`src/rtl/adder_responder_pkg.sv`:
```
// ============================================================================
// adder_responder_pkg : shared widths and packing for the operand/result path
// Rev 1.0
// ============================================================================
`default_nettype none

package adder_responder_pkg;

    localparam int WIDTH_DEFAULT = 4;
    localparam int DEPTH_DEFAULT = 2;
    localparam int CNT_W_DEFAULT = 8;

    typedef struct packed {
        logic                     carry;
        logic [WIDTH_DEFAULT-1:0] sum;
    } rsp_t;

    // b sits in the upper half so this lines up with the parent's pair bus
    typedef struct packed {
        logic [WIDTH_DEFAULT-1:0] b;
        logic [WIDTH_DEFAULT-1:0] a;
    } pair_t;

endpackage

`default_nettype wire

```
`src/rtl/adder_responder_if.sv`:
```
// ============================================================================
// adder_responder_if : request (operand pair) and response (sum/carry) channels
// Rev 1.0
// ============================================================================
`default_nettype none

interface adder_responder_if
    import adder_responder_pkg::*;
#(
    parameter int WIDTH = WIDTH_DEFAULT
);
    logic             req_valid;
    logic [WIDTH-1:0] req_a;
    logic [WIDTH-1:0] req_b;
    logic             req_ready;
    logic             rsp_valid;
    logic [WIDTH-1:0] rsp_sum;
    logic             rsp_carry;
    logic             rsp_ready;

    modport slave (
        input  req_valid, req_a, req_b, rsp_ready,
        output req_ready, rsp_valid, rsp_sum, rsp_carry
    );

    modport master (
        output req_valid, req_a, req_b, rsp_ready,
        input  req_ready, rsp_valid, rsp_sum, rsp_carry
    );
endinterface

`default_nettype wire

```
`src/rtl/adder_responder_fifo.sv`:
```
// ============================================================================
// adder_responder_fifo : DEPTH-entry circular response buffer
// Rev 1.0
// ============================================================================
`default_nettype none

module adder_responder_fifo #(
    parameter int DATA_W = 5,
    parameter int DEPTH  = 2
) (
    input  wire logic              clk,
    input  wire logic              rst_n,
    input  wire logic              push_i,
    input  wire logic [DATA_W-1:0] data_i,
    input  wire logic              pop_i,
    output logic      [DATA_W-1:0] data_o,
    output logic                   full_o,
    output logic                   empty_o
);
    localparam int PTR_W = $clog2(DEPTH);
    localparam int OCC_W = PTR_W + 1;

    logic [DATA_W-1:0] mem_q [DEPTH];
    logic [PTR_W-1:0]  wr_ptr_q, wr_ptr_d;
    logic [PTR_W-1:0]  rd_ptr_q, rd_ptr_d;
    logic [OCC_W-1:0]  occ_q, occ_d;
    logic [DATA_W-1:0] hold_q;
    logic              w_push, w_pop;

    assign full_o  = (occ_q == OCC_W'(DEPTH));
    assign empty_o = (occ_q == '0);
    assign w_push  = push_i & ~full_o;
    assign w_pop   = pop_i & ~empty_o;

    // When empty, keep presenting the last head so the outputs never go X
    assign data_o  = empty_o ? hold_q : mem_q[rd_ptr_q];

    always_comb begin
        wr_ptr_d = wr_ptr_q;
        rd_ptr_d = rd_ptr_q;
        occ_d    = occ_q;
        if (w_push) wr_ptr_d = wr_ptr_q + 1'b1;
        if (w_pop)  rd_ptr_d = rd_ptr_q + 1'b1;
        case ({w_push, w_pop})
            2'b10:   occ_d = occ_q + 1'b1;
            2'b01:   occ_d = occ_q - 1'b1;
            default: occ_d = occ_q;
        endcase
    end

    always_ff @(posedge clk or negedge rst_n) begin
        if (!rst_n) begin
            wr_ptr_q <= '0;
            rd_ptr_q <= '0;
            occ_q    <= '0;
            hold_q   <= '0;
            for (int i = 0; i < DEPTH; i++) begin
                mem_q[i] <= '0;
            end
        end else begin
            wr_ptr_q <= wr_ptr_d;
            rd_ptr_q <= rd_ptr_d;
            occ_q    <= occ_d;
            if (!empty_o) hold_q <= mem_q[rd_ptr_q];
            if (w_push) mem_q[wr_ptr_q] <= data_i;
        end
    end

endmodule

`default_nettype wire

```
`src/rtl/adder_responder.sv`:
```
// ============================================================================
// adder_responder : accepts (a,b) pairs, returns buffered registered sum/carry
// Rev 1.0
// ============================================================================
`default_nettype none

module adder_responder
    import adder_responder_pkg::*;
#(
    parameter int WIDTH = WIDTH_DEFAULT,
    parameter int DEPTH = DEPTH_DEFAULT,
    parameter int CNT_W = CNT_W_DEFAULT
) (
    input  wire logic [1:0]       clock_reset,
    adder_responder_if.slave      bus,
    output logic      [CNT_W-1:0] txn_count
);
    // Same layout as rsp_t, sized for this instance's WIDTH
    typedef struct packed {
        logic             carry;
        logic [WIDTH-1:0] sum;
    } rsp_w_t;

    logic             clk;
    logic             rst_n;
    rsp_w_t           w_push_rsp;
    rsp_w_t           w_head;
    logic             w_full, w_empty, w_push, w_pop;
    logic             ready_q;
    logic [CNT_W-1:0] txn_count_q, txn_count_d;

    assign clk   = clock_reset[0];
    assign rst_n = clock_reset[1];

    assign w_push_rsp = rsp_w_t'({1'b0, bus.req_a} + {1'b0, bus.req_b});

    // ready_q keeps req_ready low until the first edge after reset release
    assign bus.req_ready = ready_q & ~w_full;
    assign bus.rsp_valid = ~w_empty;
    assign bus.rsp_sum   = w_head.sum;
    assign bus.rsp_carry = w_head.carry;
    assign txn_count     = txn_count_q;

    assign w_push      = bus.req_valid & bus.req_ready;
    assign w_pop       = bus.rsp_valid & bus.rsp_ready;
    assign txn_count_d = w_push ? txn_count_q + 1'b1 : txn_count_q;

    always_ff @(posedge clk or negedge rst_n) begin
        if (!rst_n) begin
            ready_q     <= 1'b0;
            txn_count_q <= '0;
        end else begin
            ready_q     <= 1'b1;
            txn_count_q <= txn_count_d;
        end
    end

    adder_responder_fifo #(
        .DATA_W (WIDTH + 1),
        .DEPTH  (DEPTH)
    ) u_fifo (
        .clk     (clk),
        .rst_n   (rst_n),
        .push_i  (w_push),
        .data_i  (w_push_rsp),
        .pop_i   (w_pop),
        .data_o  (w_head),
        .full_o  (w_full),
        .empty_o (w_empty)
    );

endmodule

`default_nettype wire

```
`src/flat_wrapper.sv`:
```
// flat-port wrapper written by rule: the top's interface ports become plain ports
module adder_responder_flat import adder_responder_pkg::*;
#(
    parameter int WIDTH = WIDTH_DEFAULT,
    parameter int DEPTH = DEPTH_DEFAULT,
    parameter int CNT_W = CNT_W_DEFAULT
)
  (clock_reset, txn_count, bus_req_valid, bus_req_a, bus_req_b, bus_rsp_ready, bus_req_ready, bus_rsp_valid, bus_rsp_sum, bus_rsp_carry);
  adder_responder_if #(.WIDTH(WIDTH)) bus_i ();
  input  wire logic [1:0] clock_reset;
  output logic      [CNT_W-1:0] txn_count;
  input wire logic [$bits(bus_i.req_valid)-1:0] bus_req_valid;
  input wire logic [$bits(bus_i.req_a)-1:0] bus_req_a;
  input wire logic [$bits(bus_i.req_b)-1:0] bus_req_b;
  input wire logic [$bits(bus_i.rsp_ready)-1:0] bus_rsp_ready;
  output wire logic [$bits(bus_i.req_ready)-1:0] bus_req_ready;
  output wire logic [$bits(bus_i.rsp_valid)-1:0] bus_rsp_valid;
  output wire logic [$bits(bus_i.rsp_sum)-1:0] bus_rsp_sum;
  output wire logic [$bits(bus_i.rsp_carry)-1:0] bus_rsp_carry;
  assign bus_i.req_valid = bus_req_valid;
  assign bus_i.req_a = bus_req_a;
  assign bus_i.req_b = bus_req_b;
  assign bus_i.rsp_ready = bus_rsp_ready;
  assign bus_req_ready = bus_i.req_ready;
  assign bus_rsp_valid = bus_i.rsp_valid;
  assign bus_rsp_sum = bus_i.rsp_sum;
  assign bus_rsp_carry = bus_i.rsp_carry;
  adder_responder #(.WIDTH(WIDTH), .DEPTH(DEPTH), .CNT_W(CNT_W)) u_core (.clock_reset(clock_reset), .bus(bus_i), .txn_count(txn_count));
endmodule
```
`config.mk`:
```
export PLATFORM = sky130hd
export DESIGN_NAME = adder_responder_flat
export DESIGN_NICKNAME = d
export VERILOG_FILES = /design/src/rtl/adder_responder_pkg.sv /design/src/rtl/adder_responder_if.sv /design/src/rtl/adder_responder_fifo.sv /design/src/rtl/adder_responder.sv /design/src/flat_wrapper.sv
export SDC_FILE = /design/constraint.sdc
export NUM_CORES = 1
export LEC_CHECK = 0
export BUFFER_PORTS_ARGS = -buffer_cell sky130_fd_sc_hd__buf_2
export CAP_MARGIN = 20
export CORE_MARGIN = 5
export CORE_UTILIZATION = 60
export CTS_BUF_LIST = sky130_fd_sc_hd__clkbuf_8
export CTS_CLUSTER_DIAMETER = 50
export DETAILED_ROUTE_END_ITERATION = 12
export GPL_TIMING_DRIVEN = 0
export PLACE_DENSITY = 0.86
export SYNTH_ARGS = -nofsm -noshare
export SYNTH_HDL_FRONTEND = slang
export SYNTH_SLANG_ARGS = --single-unit
```
`constraint.sdc`:
```
create_clock -name clock_reset -period 4.9 [get_ports clock_reset]
set_clock_uncertainty 0.05 [all_clocks]
set_input_delay 0.49 -clock clock_reset [delete_from_list [all_inputs] [get_ports clock_reset]]
set_output_delay 0.49 -clock clock_reset [all_outputs]
set_load 0.02 [all_outputs]
```
==> results of run 1 <==
## routing by layer
layer / share of wire, % / GRT usage [%] / vias to the layer above / routed length [microns]
met4: 2.7 / 15.23 / 0 / 75
met2: 48 / 29.98 / 44 / 1364
met5: 0 / 0 / - / 0
met3: 5.6 / 9.430 / 9 / 157
met1: 43 / 20.65 / 504 / 1227
li1: - / - / 488 / -
## power by group
group          switching [uW]  internal [uW]  total (uW)  leakage, uW
combinational             274            188         462     0.000404
sequential               85.5            291         377     0.000338
clock                     160            111         271    0.0000431
## metrics by stage
step                utilization, %  instance area [sq um]  instances  hold WS [ns]
finish                       73.84                   1649        181       -0.3749
global route                 73.84                   1649        181       -0.3739
CTS                          73.84                   1649        181       -0.3680
detailed placement           70.14                   1567        175       -0.3456
global placement             70.14                   1567        175       -0.3456
floorplan                        -                   1406        122       -0.3456
## how the worst min path moves through the flow
| stage | cells past startpoint | from | endpoint |
|---|---|---|---|
| final | 2 | clock_reset[1] | u_core.u_fifo.hold_q[1] |
| after global routing | 2 | clock_reset[1] | u_core.u_fifo.hold_q[1] |
| after CTS | 2 | clock_reset[1] | u_core.ready_q |
| after detailed placement | 0 | clock_reset[1] | u_core.ready_q |
| after global placement | 0 | clock_reset[1] | u_core.ready_q |
| after floorplan | 0 | clock_reset[1] | u_core.ready_q |
## sequential cells by signal, summed over array words and instances, names as in the netlist
register,flops
u_core.u_fifo.mem_q,10
u_core.txn_count,8
u_core.u_fifo.hold_q,5
u_core.u_fifo.occ_q,2
u_core.ready_q,1
u_core.u_fifo.rd_ptr_q,1
u_core.u_fifo.wr_ptr_q,1
## critical path, cell delays in order, from the launching register on
cell and delay [ns]:
dfrtp_1 0.44, or2_2 0.31, buf_2 0.18, a21oi_1 0.19, buf_2 0.20
## layout by cell type, fill, tap and decap left out, types with 2 or more instances in the layout
cell	instances
mux2_1	5
a21oi_1	7
a31oi_1	4
nor2_1	6
nor2b_1	2
clkbuf_8	6
o31ai_1	5
xor2_1	7
nand2_1	2
o21ai_0	2
nand4_1	2
inv_1	6
ha_1	6
xnor2_1	5
nand3_1	6
nor3_1	2
mux2i_1	5
and2_1	3
buf_2	27
dfrtp_1	28
## final cells by class
type	count	share of cell area [%]
flip-flops and latches	28	42.49
repair buffers	25	7.587
plain buffers	5	1.973
inverters	6	1.366
clock buffers	6	5.008
well taps	28	2.124
multi-input cells	83	39.45
## logic make-up after synthesis
logic type                 synth area share [%]
muxes                                     7.562
other                                    0.2666
AOI/OAI and AO/OA                         9.163
DFF                                       49.82
and+or+nand+nor                           15.04
xor gates and xnor gates                  7.473
adders and majority gates                 6.761
buffers and inverters                     3.914
## cell usage after synthesis, types with 2 or more instances
library cell and instances:
nor2b_1 2, nand3_1 6, nand2_1 2, o21ai_0 2, nand4_1 2, o31ai_1 5
a31oi_1 4, a21oi_1 7, buf_2 2, mux2i_1 5, dfrtp_1 28, xor2_1 7
mux2_1 5, nor2_1 6, ha_1 6, xnor2_1 5, and2_1 3, inv_1 6
nor3_1 2
==> results.ini, run 1 <==
[worst_setup_path]
arrival_ns = 1.58
critical_path.startpoint = u_core.u_fifo.occ_q[0]
worst-setup-path-type = reg2out
rr_startpoint = u_core.ready_q
r2r_slack_ns = 3.16
ff2ff_path_depth = 6
cp.required_ns = 4.36
start_kind = register
cp-end-kind = output port
crit_end = bus_rsp_sum[3]
timing.rr.end = u_core.u_fifo.occ_q[1]
cp_max_fo = 10

[floorplan]
design.core.area_sq_mm = 0.002233
die_height_microns = 58.42
die_w_microns = 58.42
start_util_pct = 62.97
io_pins = 27
dieArea_sq_mm = 0.003412
row_count = 17

[synthesis]
yosysUniqueCellTypes = 36
synthCells = 122
synth_area_leaders = dfrtp_1, ha_1, xor2_1
ys_seq_area_share_pct = 49.82
async_flop_share_pct = 100.0
ys_seq_elements = 28
syn-num-nets = 141
yosysTopAreaCellShare_pct = 49.82
synth_edf_count = 0
yosys_warnings = 0
avgSynthCellArea_sq_um = 11.53
syn_area_sq_mm = 0.001406
synth_ff_type = dfrtp_1
synth_top_area_cell = dfrtp_1

[cells_and_area]
seq_area_sq_um = 700.7
multi_input_area_sq_um = 650.6
fin_nets = 174
fillCellCount = 159
drive_above_1_share_pct = 26.80
n_antenna_cell = 0
syn2layout_area_growth_pct = 17.26

[min_path]
hp-class = clk2async

[routing]
via_per_inst = 5.773
wl_per_cell_microns = 15.60
drtAntennaViolNets = 0
dr.first_iter.drc_count = 34
vias = 1045
drt_pass1_iterations = 4
wl_mm = 2.824
drc_errors = 0

[outcome]
status = finished, violations left
violations = hold timing

[timing]
min_period_ns = 2.122
hold_viol = 28
setup_tns_ns = 0
holdWs_ns = -0.3749
fin_ws_ns = 2.778
fmax_ghz = 0.4712
setup_viol = 0
maxSlewViolCount = 0
period_share_pct = 43.31
rsz0062_at_grt = false

[power]
vdd_drop_max_uv = 409.8
finalPower_uw = 1110
power.density_mw_per_mm2 = 673.0
cellLeakagePower_uw = 0.0007855

[global_routing]
grt.total_usage_pct = 19.63
grt_pass1_vias = 1164
grt.overflow.total = 0
grt_pass1_wl_mm = 4.885
grt_start_max_net_pins = 15
grt_antenna_before_repair = 0

[placement]
dpl_worst_slack_ns = 2.951
gp_congestion = 0.7332
hpwl_mm = 2.016
port_buffers = 25

[clocking]
post_cts_buffers = 0
clk_pin_slew_ns = 0.09
ctsHoldBuffers = 0
clock_latency_ns = 0.27
cts_resized = 0
cts_tree = yes

[flow_run]
max-cap-violations = 0

No activity file was read; power rests on OpenSTA's default activity.
==> inputs of run 2 (changes only) <==
--- a/config.mk
+++ b/config.mk
@@ -8,12 +8,12 @@
 export BUFFER_PORTS_ARGS = -buffer_cell sky130_fd_sc_hd__buf_2
 export CAP_MARGIN = 20
 export CORE_MARGIN = 5
-export CORE_UTILIZATION = 60
+export CORE_UTILIZATION = 56
 export CTS_BUF_LIST = sky130_fd_sc_hd__clkbuf_8
 export CTS_CLUSTER_DIAMETER = 50
 export DETAILED_ROUTE_END_ITERATION = 12
 export GPL_TIMING_DRIVEN = 0
-export PLACE_DENSITY = 0.86
+export PLACE_DENSITY = 0.81
 export SYNTH_ARGS = -nofsm -noshare
 export SYNTH_HDL_FRONTEND = slang
 export SYNTH_SLANG_ARGS = --single-unit
==> constraint.sdc (replaced) <==
create_clock -name clock_reset -period 2.2 [get_ports clock_reset]
set_clock_uncertainty 0.05 [all_clocks]
set_input_delay 0.22 -clock clock_reset [delete_from_list [all_inputs] [get_ports clock_reset]]
set_output_delay 0.22 -clock clock_reset [all_outputs]
set_load 0.02 [all_outputs]
==> results.ini, run 2 (synthesis results as in run 1) <==
[outcome]
status = finished, violations left  ; unchanged
violations = hold timing  ; unchanged

[timing]
setup_viol = 0  ; unchanged
min_period_ns = 1.881
maxSlewViolCount = 0  ; unchanged
fmax_ghz = 0.5317
period_share_pct = 85.48
rsz0062_at_grt = false  ; unchanged
hold_viol = 28  ; unchanged
setup_tns_ns = 0  ; unchanged
holdWs_ns = -0.3752  ; was -0.3749 ns

[floorplan]
die_height_microns = 60.12  ; was 58.42 microns
die_w_microns = 60.12  ; was 58.42 microns
io_pins = 27  ; unchanged
start_util_pct = 57.82  ; was 62.97%
dieArea_sq_mm = 0.003614  ; was 0.003412 sq mm
design.core.area_sq_mm = 0.002432  ; was 0.002233 sq mm
row_count = 18  ; was 17

[worst_setup_path]
max_stage_delay_ns = 0.43  ; was 0.44 ns
cp-end-kind = output port  ; unchanged
cp_slowest_cell = dfrtp_1  ; unchanged
worst-setup-path-type = reg2out  ; unchanged
cp.required_ns = 1.93  ; was 4.36 ns
crit_path_frequent_cell = buf_2  ; unchanged
crit_chain = or2_2, buf_2, a21oi_1, buf_2  ; unchanged
critical_path_buf_inv_count = 2  ; unchanged
critPathTopFamily = flip-flops  ; unchanged
arrival_ns = 1.61  ; was 1.58 ns
cp_max_fo = 10  ; unchanged
start_kind = register  ; unchanged

[global_routing]
grt_pass1_vias = 1115  ; was 1164
grt_antenna_before_repair = 0  ; unchanged
grt.total_usage_pct = 18.23  ; was 19.63%
grt_pass1_wl_mm = 4.678  ; was 4.885 mm
grt_start_max_net_pins = 16  ; was 15
grt.overflow.total = 0  ; unchanged

[min_path]
hp-class = clk2async  ; unchanged

[power]
vdd_drop_max_uv = 995.8  ; was 409.8 uV
power.density_mw_per_mm2 = 1545  ; was 673.0 mW/mm^2
cellLeakagePower_uw = 0.0007996  ; was 0.0007855 uW

[cells_and_area]
regMostFlops = u_core.u_fifo.mem_q  ; unchanged
n_antenna_cell = 0  ; unchanged
final_util_pct = 69.14  ; was 73.84%
final_cell_mix = dfrtp_1, buf_2, a21oi_1, xor2_1  ; unchanged
layout_commonest_cell = dfrtp_1  ; unchanged
syn2layout_area_growth_pct = 19.57  ; was 17.26%
largest_reg_flops = 10  ; unchanged
final_area_sq_mm = 0.001682  ; was 0.001649 sq mm
drive_above_1_share_pct = 27.27  ; was 26.80%
fin_nets = 174  ; unchanged
fillCellCount = 180  ; was 159

[clocking]
post_cts_buffers = 0  ; unchanged
cts_tree = yes  ; unchanged
ctsHoldBuffers = 0  ; unchanged
clk_pin_slew_ns = 0.09  ; about the same
clock_latency_ns = 0.27  ; about the same
cts_resized = 0  ; unchanged

[routing]
drc_errors = 0  ; unchanged
dr.first_iter.drc_count = 50  ; was 34
vias = 1041  ; was 1045
via_per_inst = 5.658  ; was 5.773
drtAntennaViolNets = 0  ; unchanged
wl_mm = 2.753  ; was 2.824 mm
drt_pass1_iterations = 4  ; unchanged
wl_per_cell_microns = 14.96  ; was 15.60 microns

[flow_run]
max-cap-violations = 0  ; unchanged

[placement]
gp_congestion = 0.8185  ; was 0.7332
hpwl_mm = 1.997  ; was 2.016 mm
port_buffers = 25  ; unchanged
place_area_sq_mm = 0.001569  ; was 0.001567 sq mm

[run 2: routing by layer]
metal,track usage [%],vias to the layer above,wire length (microns)
met5,0,-,0
li1,-,490,-
met4,15.82,0,70
met1,20.80,504,1245
met2,25.46,38,1270
met3,8.207,9,167
[run 2: report_power, final]
part           switching [uW]  leakage, uW  internal [uW]
Clock                     360    0.0000573            367
Sequential                180     0.000338            651
Combinational             620     0.000404            420
Total                    1160     0.000800           1440
[run 2: final timing paths]
check | startpoint | to | slack (ns) | cells after the start
setup / recovery | u_core.u_fifo.occ_q[1] | bus_rsp_sum[2] | 0.32 | 4
hold / removal | clock_reset[1] | u_core.u_fifo.mem_q[3] | -0.38 | 2
setup reg to reg | u_core.u_fifo.occ_q[1] | u_core.u_fifo.occ_q[1] | 0.43 | 7
hold reg to reg | u_core.txn_count[7] | u_core.txn_count[7] | 0.42 | 1
max in group asynchronous | clock_reset[1] | u_core.u_fifo.rd_ptr_q | 2.34 | 2
min in group clock_reset | bus_rsp_ready | u_core.u_fifo.rd_ptr_q | 0.25 | 3
[run 2: cell type report]
class / instances / area [sq um] / share of cell area, %
Clock buffer: 6 / 82.58 / 4.911
Timing Repair Buffer: 25 / 125.1 / 7.440
Clock inverter: 1 / 30.03 / 1.786
Tap cell: 30 / 37.54 / 2.232
Inverter: 6 / 22.52 / 1.339
Multi-Input combinational cell: 83 / 650.6 / 38.69
Sequential cell: 28 / 700.7 / 41.67
Buffer: 5 / 32.53 / 1.935
[run 2: metrics by stage]
step	hold slack, ns	instances	total power (uW)	setup slack [ns]
2_1_floorplan	-0.3456	122	1563	0.6272
3_3_place_gp	-0.3456	177	1828	0.5174
3_5_place_dp	-0.3456	177	1873	0.4451
4_1_cts	-0.3643	184	2647	0.3253
5_1_grt	-0.3713	184	2810	0.2357
6_report	-0.3752	184	2598	0.3194
==> inputs of run 3 (changes only) <==
--- a/config.mk
+++ b/config.mk
@@ -5,15 +5,16 @@
 export SDC_FILE = /design/constraint.sdc
 export NUM_CORES = 1
 export LEC_CHECK = 0
+export ABC_AREA = 1
 export BUFFER_PORTS_ARGS = -buffer_cell sky130_fd_sc_hd__buf_2
 export CAP_MARGIN = 20
 export CORE_MARGIN = 5
-export CORE_UTILIZATION = 56
+export CORE_UTILIZATION = 57
 export CTS_BUF_LIST = sky130_fd_sc_hd__clkbuf_8
 export CTS_CLUSTER_DIAMETER = 50
 export DETAILED_ROUTE_END_ITERATION = 12
 export GPL_TIMING_DRIVEN = 0
-export PLACE_DENSITY = 0.81
+export PLACE_DENSITY = 0.82
 export SYNTH_ARGS = -nofsm -noshare
 export SYNTH_HDL_FRONTEND = slang
 export SYNTH_SLANG_ARGS = --single-unit
==> results.ini, run 3 <==
[floorplan]
io_pins = 27  ; unchanged
row_count = 18  ; unchanged
dieArea_sq_mm = 0.003642  ; was 0.003614 sq mm
die_w_microns = 60.35  ; was 60.12 microns
start_util_pct = 58.87  ; was 57.82%
die_height_microns = 60.35  ; was 60.12 microns
design.core.area_sq_mm = 0.002455  ; was 0.002432 sq mm

[routing]
wl_mm = 2.905  ; was 2.753 mm
wl_per_cell_microns = 12.36  ; was 14.96 microns
vias = 1211  ; was 1041
drt_pass1_iterations = 4  ; unchanged
drtAntennaViolNets = 0  ; unchanged
dr.first_iter.drc_count = 50  ; unchanged
drc_errors = 0  ; unchanged
via_per_inst = 5.153  ; was 5.658

[clocking]
cts_tree = yes  ; unchanged
clk_pin_slew_ns = 0.09  ; about the same
post_cts_buffers = 0  ; unchanged
cts_resized = 0  ; unchanged
ctsHoldBuffers = 0  ; unchanged
clock_latency_ns = 0.27  ; about the same

[timing]
fmax_ghz = 0.5428  ; was 0.5317 GHz
maxSlewViolCount = 0  ; unchanged
period_share_pct = 83.73  ; was 85.48%
setup_viol = 0  ; unchanged
setup_tns_ns = 0  ; unchanged
holdWs_ns = -0.3829  ; was -0.3752 ns
rsz0062_at_grt = false  ; unchanged
hold_viol = 28  ; unchanged
min_period_ns = 1.842  ; was 1.881 ns

[global_routing]
grt_pass1_wl_mm = 5.154  ; was 4.678 mm
grt_pass1_vias = 1327  ; was 1115
grt_antenna_before_repair = 0  ; unchanged
grt_start_max_net_pins = 15  ; was 16
grt.total_usage_pct = 19.81  ; was 18.23%
grt.overflow.total = 0  ; unchanged

[synthesis]
synth_top_area_cell = dfrtp_1  ; unchanged
yosysTopAreaCellShare_pct = 48.48  ; was 49.82%
synth_edf_count = 0  ; unchanged
synth_common_cells = nand2_1, dfrtp_1, inv_1  ; was dfrtp_1, a21oi_1, xor2_1
synth_most_common_cell = nand2_1  ; was dfrtp_1
syn-num-nets = 193  ; was 141
syn_area_sq_mm = 0.001445  ; was 0.001406 sq mm
ys_seq_elements = 28  ; unchanged
synth_ff_type = dfrtp_1  ; unchanged
synthCells = 174  ; was 122
async_flop_share_pct = 100.0  ; unchanged
yosys_warnings = 0  ; unchanged
yosysUniqueCellTypes = 26  ; was 36
synth_area_leaders = dfrtp_1, nand2_1, o21ai_0  ; was dfrtp_1, ha_1, xor2_1
ys_seq_area_share_pct = 48.48  ; was 49.82%
avgSynthCellArea_sq_um = 8.305  ; was 11.53 sq um

[placement]
hpwl_mm = 2.127  ; was 1.997 mm
port_buffers = 25  ; unchanged
gp_congestion = 0.8021  ; was 0.8185

[cells_and_area]
syn2layout_area_growth_pct = 16.97  ; was 19.57%
largest_reg_flops = 10  ; unchanged
drive_above_1_share_pct = 20.49  ; was 27.27%
fin_nets = 226  ; was 174
layout_commonest_cell = nand2_1  ; was dfrtp_1
final_cell_mix = nand2_1, dfrtp_1, buf_2  ; was dfrtp_1, buf_2, a21oi_1, xor2_1
regMostFlops = u_core.u_fifo.mem_q  ; unchanged
n_antenna_cell = 0  ; unchanged

[power]
vdd_drop_max_uv = 782.3  ; was 995.8 uV
finalPower_uw = 2377  ; was 2598 uW
power.density_mw_per_mm2 = 1406  ; was 1545 mW/mm^2
cellLeakagePower_uw = 0.0008794  ; was 0.0007996 uW

[outcome]
violations = hold timing  ; unchanged
status = finished, violations left  ; unchanged

[flow_run]
max-cap-violations = 0  ; unchanged

[worst_setup_path]
cp-end-kind = output port  ; unchanged
arrival_ns = 1.57  ; was 1.61 ns
start_kind = register  ; unchanged
worst-setup-path-type = reg2out  ; unchanged
cp.required_ns = 1.93  ; about the same
cp_max_fo = 10  ; unchanged

[min_path]
hp-class = clk2async  ; unchanged

[run 3: cell count changes after synthesis, moves of 3 or more]
cell | previous run | this run
a21oi_1 | 7 | 3
a31oi_1 | 4 | 0
and2_1 | 3 | 0
inv_1 | 6 | 18
mux2_1 | 5 | 0
mux2i_1 | 5 | 0
nand2_1 | 2 | 64
o21ai_0 | 2 | 17
o31ai_1 | 5 | 0
xor2_1 | 7 | 2
[run 3: critical path, cell delays in order, from the launching register on]
cell and delay (ns):
dfrtp_1 0.44, nor2_1 0.22, buf_2 0.24, nand2_1 0.07, o21ai_0 0.10, buf_2 0.22
[run 3: final cells by class]
class / count / area [sq um]
well taps: 30 / 37.54
clock buffers: 6 / 82.58
flip-flops and latches: 28 / 700.7
inverters: 20 / 76.32
repair buffers: 25 / 125.1
multi-input cells: 123 / 648.1
plain buffers: 3 / 20.02
fillers: 194 / 764.5
[run 3: stage by stage]
stage          setup slack (ns)  utilization, %  cell area [sq um]  cells
5_1_grt                  0.1883           68.86               1690    235
3_5_place_dp             0.5305           65.49               1608    229
6_report                 0.3579           68.86               1690    235
3_3_place_gp             0.5765           65.49               1608    229
4_1_cts                  0.3178           68.86               1690    235
2_1_floorplan            0.6378               -               1445    174
[run 3: routing by layer]
layer,vias up,wire length [microns],track usage (%)
li1,609,-,-
met1,559,1217,19.54
met2,34,1444,30.25
met3,9,155,9.362
met4,0,87,18.99
met5,-,0,0
[run 3: report_power, final]
part | switching (uW) | internal (uW) | leakage (uW) | total, uW
registers | 153 | 653 | 0.000349 | 806
clock network | 361 | 248 | 0.0000431 | 609
logic | 625 | 338 | 0.000488 | 963
total | 1140 | 1240 | 0.000879 | 2380
[run 3: cells by family after synthesis]
kind of cell / Yosys count / share of synthesized area [%]
xor gates and xnor gates: 6 / 3.636
adders and majority gates: 7 / 6.580
DFF: 28 / 48.48
and+or+nand+nor: 85 / 25.37
other: 1 / 0.2595
AOI/OAI and AO/OA: 24 / 9.004
buffers and inverters: 23 / 6.665
[run 3: final timing paths]
check | slack [ns] | end | cells past startpoint | from
worst max register to register | 0.53 | u_core.u_fifo.occ_q[1] | 8 | u_core.u_fifo.occ_q[0]
min in group clock_reset | 0.24 | u_core.u_fifo.mem_q[5] | 4 | bus_req_a[0]
worst min-delay path | -0.38 | u_core.u_fifo.hold_q[0] | 2 | clock_reset[1]
worst max-delay path | 0.36 | bus_rsp_sum[3] | 5 | u_core.u_fifo.occ_q[0]
worst min register to register | 0.42 | u_core.u_fifo.mem_q[5] | 2 | u_core.u_fifo.mem_q[5]
max in group asynchronous | 2.35 | u_core.txn_count[5] | 2 | clock_reset[1]
